[src/rtl/eu_issue_pkg.sv]
// Shared widths, defaults and opcode constants for the EU issue queue.
package eu_issue_pkg;

  localparam int unsigned INSTR_W       = 32;
  localparam int unsigned DEFAULT_DEPTH = 4;
  localparam int unsigned DEFAULT_CNT_W = 16;

  // Occupancy needs one extra bit so that a full queue (level == depth) is representable.
  function automatic int unsigned level_w(input int unsigned depth);
    return $clog2(depth) + 1;
  endfunction

  localparam logic [INSTR_W-1:0] MOV_AL_01   = 32'h8020_0001;
  localparam logic [INSTR_W-1:0] MOV_AX_1234 = 32'h8120_1234;
  localparam logic [INSTR_W-1:0] MOV_CX_1256 = 32'h8121_1256;
  localparam logic [INSTR_W-1:0] NOP_WORD    = 32'h0000_0000;

endpackage

[src/rtl/sat_counter.sv]
// Saturating up-counter with synchronous clear that takes priority over increment.
module sat_counter #(
  parameter int unsigned W = 16
) (
  input  logic         clk,
  input  logic         reset,
  input  logic         clear,
  input  logic         inc,
  output logic [W-1:0] count
);

  always_ff @(posedge clk or posedge reset) begin
    if (reset) begin
      count <= '0;
    end else if (clear) begin
      count <= '0;
    end else if (inc && (count != {W{1'b1}})) begin
      count <= count + W'(1);
    end
  end

endmodule

[src/rtl/eu_issue_queue.sv]
// Instruction FIFO feeding the execution unit over valid/ready, with flush and perf counters.
module eu_issue_queue
  import eu_issue_pkg::DEFAULT_DEPTH;
  import eu_issue_pkg::DEFAULT_CNT_W;
  import eu_issue_pkg::level_w;
#(
  parameter int unsigned DEPTH   = DEFAULT_DEPTH,
  parameter int unsigned INSTR_W = eu_issue_pkg::INSTR_W,
  parameter int unsigned CNT_W   = DEFAULT_CNT_W
) (
  input  logic                     clk,
  input  logic                     reset,
  input  logic                     fetch_valid,
  input  logic [INSTR_W-1:0]       fetch_instr,
  output logic                     fetch_ready,
  input  logic                     flush,
  output logic                     issue_valid,
  output logic [INSTR_W-1:0]       issue_instr,
  input  logic                     issue_ready,
  input  logic                     retire,
  input  logic                     perf_clear,
  output logic [$clog2(DEPTH):0]   level,
  output logic [CNT_W-1:0]         issued_count,
  output logic [CNT_W-1:0]         retired_count,
  output logic [CNT_W-1:0]         starve_cycles,
  output logic [CNT_W-1:0]         backpressure_cycles
);

  localparam int unsigned PTR_W = $clog2(DEPTH);
  localparam int unsigned LVL_W = level_w(DEPTH);

  logic [INSTR_W-1:0] mem [DEPTH];
  logic [PTR_W-1:0]   wr_ptr;
  logic [PTR_W-1:0]   rd_ptr;
  logic [LVL_W-1:0]   level_q;
  logic               push;
  logic               pop;

  // Handshake decode; ready ignores a same-cycle pop so a full queue never accepts.
  always_comb begin
    fetch_ready = (level_q < LVL_W'(DEPTH));
    issue_valid = (level_q != '0) && !flush;
    issue_instr = (level_q != '0) ? mem[rd_ptr] : '0;
    push        = fetch_valid && fetch_ready && !flush;
    pop         = issue_valid && issue_ready;
  end

  assign level = level_q;

  always_ff @(posedge clk or posedge reset) begin
    if (reset) begin
      wr_ptr  <= '0;
      rd_ptr  <= '0;
      level_q <= '0;
    end else if (flush) begin
      wr_ptr  <= '0;
      rd_ptr  <= '0;
      level_q <= '0;
    end else begin
      if (push) begin
        wr_ptr <= wr_ptr + PTR_W'(1);
      end
      if (pop) begin
        rd_ptr <= rd_ptr + PTR_W'(1);
      end
      if (push && !pop) begin
        level_q <= level_q + LVL_W'(1);
      end else if (pop && !push) begin
        level_q <= level_q - LVL_W'(1);
      end
    end
  end

  // Storage needs no reset: every read is gated by a non-zero level.
  always_ff @(posedge clk) begin
    if (push) begin
      mem[wr_ptr] <= fetch_instr;
    end
  end

  sat_counter #(.W(CNT_W)) u_issued (
    .clk   (clk),
    .reset (reset),
    .clear (perf_clear),
    .inc   (pop),
    .count (issued_count)
  );

  sat_counter #(.W(CNT_W)) u_retired (
    .clk   (clk),
    .reset (reset),
    .clear (perf_clear),
    .inc   (retire),
    .count (retired_count)
  );

  sat_counter #(.W(CNT_W)) u_starve (
    .clk   (clk),
    .reset (reset),
    .clear (perf_clear),
    .inc   (issue_ready && !issue_valid),
    .count (starve_cycles)
  );

  sat_counter #(.W(CNT_W)) u_backpressure (
    .clk   (clk),
    .reset (reset),
    .clear (perf_clear),
    .inc   (issue_valid && !issue_ready),
    .count (backpressure_cycles)
  );

endmodule

[config.mk]
export PLATFORM = sky130hd
export DESIGN_NAME = eu_issue_queue
export DESIGN_NICKNAME = d
export VERILOG_FILES = /design/src/rtl/eu_issue_pkg.sv /design/src/rtl/sat_counter.sv /design/src/rtl/eu_issue_queue.sv
export SDC_FILE = /design/constraint.sdc
export NUM_CORES = 1
export LEC_CHECK = 0
export ABC_AREA = 0
export ABC_CLOCK_PERIOD_IN_PS = 3800
export CAP_MARGIN = 10
export CORE_MARGIN = 2
export CORE_UTILIZATION = 50
export DETAILED_ROUTE_END_ITERATION = 10
export PLACE_DENSITY = 0.75
export SLEW_MARGIN = 20
export SYNTH_ARGS = -nofsm -noshare
export SYNTH_HDL_FRONTEND = slang
export SYNTH_SLANG_ARGS = --single-unit
[constraint.sdc]
create_clock -name clk -period 3.8 [get_ports clk]
set_input_delay 0.95 -clock clk [delete_from_list [all_inputs] [get_ports clk]]
set_output_delay 0.95 -clock clk [all_outputs]
set_load 0.01 [all_outputs]
# [Word-level counts from Yosys, hierarchy flattened]
# Memory sizes are Yosys's and may differ from the RTL's.
# Index checks and enable logic that the tools add are counted.
[op_classes] add_sub_neg=8 order_cmp=1 n_eq_ne=4 muxes=18 reduce_logical=25
[ops] op="$mux 16" count=8
[ops] op="$add 16x1->16 const B" count=4
[ops] op="$ne 16x16->1 const B" count=4
[ops] op="$mux 32" count=1
[ops] op="$logic_and 1x1->1" count=12
[ops] op="$reduce_bool 2->1" count=6
[ops] op="$mux 3" count=3
[ops] op="$mux 2" count=4
[ops] op="$reduce_bool 3->1" count=2
[ops] op="$logic_not 1->1" count=5
[ops] op="$add 2x1->2 const B" count=2
[ops] op="$add 3x1->3 const B" count=1
[ops] op="$lt 3x3->1 const B" count=1
[ops] op="$sub 3x1->3 const B" count=1
[ops] op="$mux 1" count=2
[word_totals] register_bits=71 ram_bits=128 inputBits=39 output_inout_bits=101 elab_cells=64 memories=1
[mem_list] name="mem" depth=4 width=32 rd=1 rd_ports_with_merged_regs=0 wr=1 line="eu_issue_queue.sv:32" source="logic [INSTR_W-1:0] mem [DEPTH];"

# [Longest topological paths before layout]
[depth] depth_word=8 depth_mapped=7 mapped_depth_nobuf=6

# [By module]
# A second synthesis with hierarchy kept.
[unflattened] cells_unflattened=667 hier_area_um2=9102.5
[by_module_without_submodules] module="eu_issue_queue" instances=1 cells_per_inst=263 area_each_um2=5373.9 seq_area_each_um2=4018.9
[by_module_without_submodules] module="sat_counter" instances=4 cells_per_inst=101 area_each_um2=932.1 seq_area_each_um2=400.4

# [Worst setup path after synthesis]
# OpenSTA, ideal clock, no wires.
[synth_path] path_kind="register -> output" start="register rd_ptr[0]" end="output port issue_instr[10]" arrival_time_ps=1652 required_time_ps=2850 setup_slack_ps=1198 path_stages_with_launch=5 n_path_buf=2 cell_sequence="dfrtp_1 > clkbuf_1 > buf_2 > mux4_2 > and2_1"
[synth_via] elab_chain_cells=2
[synth_rtl] element="start: declaration" line="eu_issue_queue.sv:34" source="logic [PTR_W-1:0] rd_ptr;"
[synth_rtl] element="start signal: assignment" line="eu_issue_queue.sv:64" source="rd_ptr <= rd_ptr + PTR_W'(1);"
[synth_rtl] element="$mem_v2 4x32"
[synth_rtl] element="$mux 32" line="eu_issue_queue.sv:43" source="issue_instr = (level_q != '0) ? mem[rd_ptr] : '0;"
[synth_rtl] element="end: declaration" line="eu_issue_queue.sv:18" source="output logic [INSTR_W-1:0] issue_instr,"
# Every way passes these cells.

# [Final worst setup path]
[layout_path] start="register rd_ptr[0]" end="output port issue_instr[25]"
# Same word-level chain as after synthesis.

==> run_results.csv <==
group,metric,value,unit
run_status,status,"finished clean",
die,start_util,51.2,%
synthesis,syn_avg_cell_area,13.6,um2
detailed_routing,post-route-drc-count,0,
synthesis,synth_flop_cell,"edfxtp_1",
grt,antenna_found_initial,0,
synthesis,synthDistinctLibCells,50,
hold_path,holdPathStages,1,
power_and_ir_drop,power,4980,uW
sta,slew_violations,0,
synthesis,yosys.area.top_type,"edfxtp_1",
cts,ctsHoldBuffers,0,
setup_path,worstSetupStartpointType,"flop",
die,fp.dieW,137,um
hold_path,holdCritStartpoint,"u_starve.count[14]",
synthesis,synth_seq_area_share,63.2,%
setup_path,required,2.85,ns
flow_run,drv_cap,0,
sta,rsz0062_at_grt,"false",
die,rows,48,
cells_and_area,multi_input_area,0.00311,mm2
grt,grt_max_degree,42,
power_and_ir_drop,vdd_drop_max,0.332,mV
placed_design,gp_congestion,0.878,
sta,period_share,91.5,%
cells_and_area,drive_gt1_share,10.9,%
synthesis,synth-edff-count,128,
grt,grt_usage,21.7,%
sta,max_freq,0.288,GHz
power_and_ir_drop,p_leak,0.00377,uW
setup_path,cp_max_fo,13,
setup_path,r2r_slack,1.50,ns
synthesis,yosysMostFrequentCell,"edfxtp_1",
cts,clk_path_buf_depth,2,
detailed_routing,dr_total_vias,6216,
placed_design,pre_cts_ws,0.670,ns
grt,grt_pass1_vias,6064,
sta,worst_slack,0.322,ns
sta,slew_headroom,46.5,%
detailed_routing,wirelength,19.6,mm
die,dieHeight,137,um
cells_and_area,diodes,0,
detailed_routing,wire_per_inst,19.0,um
cts,numClockSinks,199,
cells_and_area,register_area,0.00562,mm2
synthesis,yosys-top-cells-count,"edfxtp_1, dfrtp_1, a21oi_1",
cts,cts_tree,"yes",
hold_path,hold_path_end,"u_starve.count[14]",
cts,clk_pin_slew,0.07,ns
synthesis,synthArstFlopShare,35.7,%
cts,clk_latency,0.43,ns
cts,cts_resized,0,
die,io_pins,140,
sta,tightest_slew,0.796,ns
cells_and_area,fill_cells,1270,
detailed_routing,drt_pass1_iterations,6,
setup_path,crit_arrival,2.53,ns
setup_path,endpoint_kind,"output pin",
placed_design,placed_cell_area,0.0106,mm2
sta,fin_tns_setup,0,ns
cells_and_area,finalInstanceArea,0.0111,mm2
setup_path,ff2ff_path_depth,4,
placed_design,dp_hpwl,12.9,mm
cts,post_cts_buffers,0,
cts,cts.htree.levels,4,
cts,cts_buffers,17,
cells_and_area,syn2layout_area_growth,25.1,%
grt,grt_pass1_wl,31.4,mm
power_and_ir_drop,power_density,447,mW/mm2
sta,hold_viol,0,
die,core,0.0174,mm2
synthesis,synthCells,653,
synthesis,synth_top_area_share,43.2,%
hold_path,hold_path_class,"reg -> reg",
setup_path,critPathKind,"reg -> out",
detailed_routing,postRouteAntennaNets,0,
grt,overflow,0,
setup_path,rr_endpoint,"u_issued.count[15]",
cts,root_buffer,"clkbuf_16",
synthesis,ys_warn_count,0,
cells_and_area,finish.net_count,841,
synthesis,synth-seq-cells,199,
die,dieArea,0.0189,mm2
synthesis,synth_area_leaders,"edfxtp_1, dfrtp_1, mux4_2",
detailed_routing,vias_per_cell,6.03,
sta,hold-worst-slack,0.531,ns
sta,setup_viol,0,
setup_path,r2r-start,"level[2]",
synthesis,synth_area,0.00889,mm2
synthesis,synth_nets,701,
sta,post-route-min-period,3.48,ns
placed_design,port_buffers,139,
detailed_routing,initialDrtViolationCount,352,
sta,fin_skew,0.00882,ns
[critical path, cell delays in order (launching register included)]
cell	delay (ns)
dfrtp_2	0.66
buf_4	0.28
mux4_2	0.52
and2_1	0.17
clkdlybuf4s50_1	0.47
[metrics by stage]
stage	utilization [%]	instances
after global placement	60.8	999
after floorplan	-	653
after global routing	64.1	1031
after detailed placement	60.8	999
final	64.1	1031
after CTS	64.0	1031
[cells by family after synthesis]
| kind of cell | synth area share (%) |
|---|---|
| simple gates | 15.0 |
| flops | 63.2 |
| mux | 9.09 |
| xor+xnor | 0.296 |
| compound gates | 8.92 |
| fa+ha+maj | 1.35 |
| buf+inv | 2.11 |
[cells in the final DEF, fill, tap and decap left out, types with 24 or more instances in the layout]
cell / instances
dfrtp_1: 70
o31ai_1: 28
and2_1: 33
nand2_1: 27
a21oi_1: 47
clkdlybuf4s50_1: 138
or4_1: 29
o21ai_0: 24
mux4_2: 32
edfxtp_1: 128
[flip-flops by register name (all words and copies together) (netlist names)]
name and flops:
mem 128, u_backpressure.count 16, u_issued.count 16, u_retired.count 16
u_starve.count 16, level 3, rd_ptr 2, wr_ptr 2
[where the power goes]
group	internal [uW]	switching, uW	leakage [uW]	total (uW)
clock	857	803	0.000255	1660
sequential	2390	61.8	0.00214	2450
combinational	473	396	0.00137	869
[how the worst max path moves through the flow]
stage | cells past startpoint | end | startpoint
2_1_floorplan | 1 | level[0] | reset
3_3_place_gp | 3 | issue_valid | flush
3_5_place_dp | 5 | u_issued.count[15] | flush
4_1_cts | 4 | issue_instr[25] | rd_ptr[0]
5_1_grt | 4 | issue_instr[25] | rd_ptr[0]
6_report | 4 | issue_instr[25] | rd_ptr[0]
[metal layers]
layer | GRT usage (%) | part of all wire (%) | wire length (um) | up-vias
met5 | 0 | 0 | 0 | -
met3 | 5.37 | 6.3 | 1240 | 16
met2 | 35.5 | 50 | 9810 | 195
li1 | - | - | - | 2876
met4 | 5.73 | 0.98 | 193 | 0
met1 | 29.3 | 43 | 8380 | 3129
[layout make-up]
cell class              count  share of cell area, %
flip-flops and latches    199                   50.5
multi-input cells         406                   27.9
repair buffers            154                   13.6
clock buffers              19                   3.89
well taps                 225                   2.53
clock inverters            13                   1.05
inverters                  15                  0.506
Note: power is estimated with default switching activity, not from simulation.
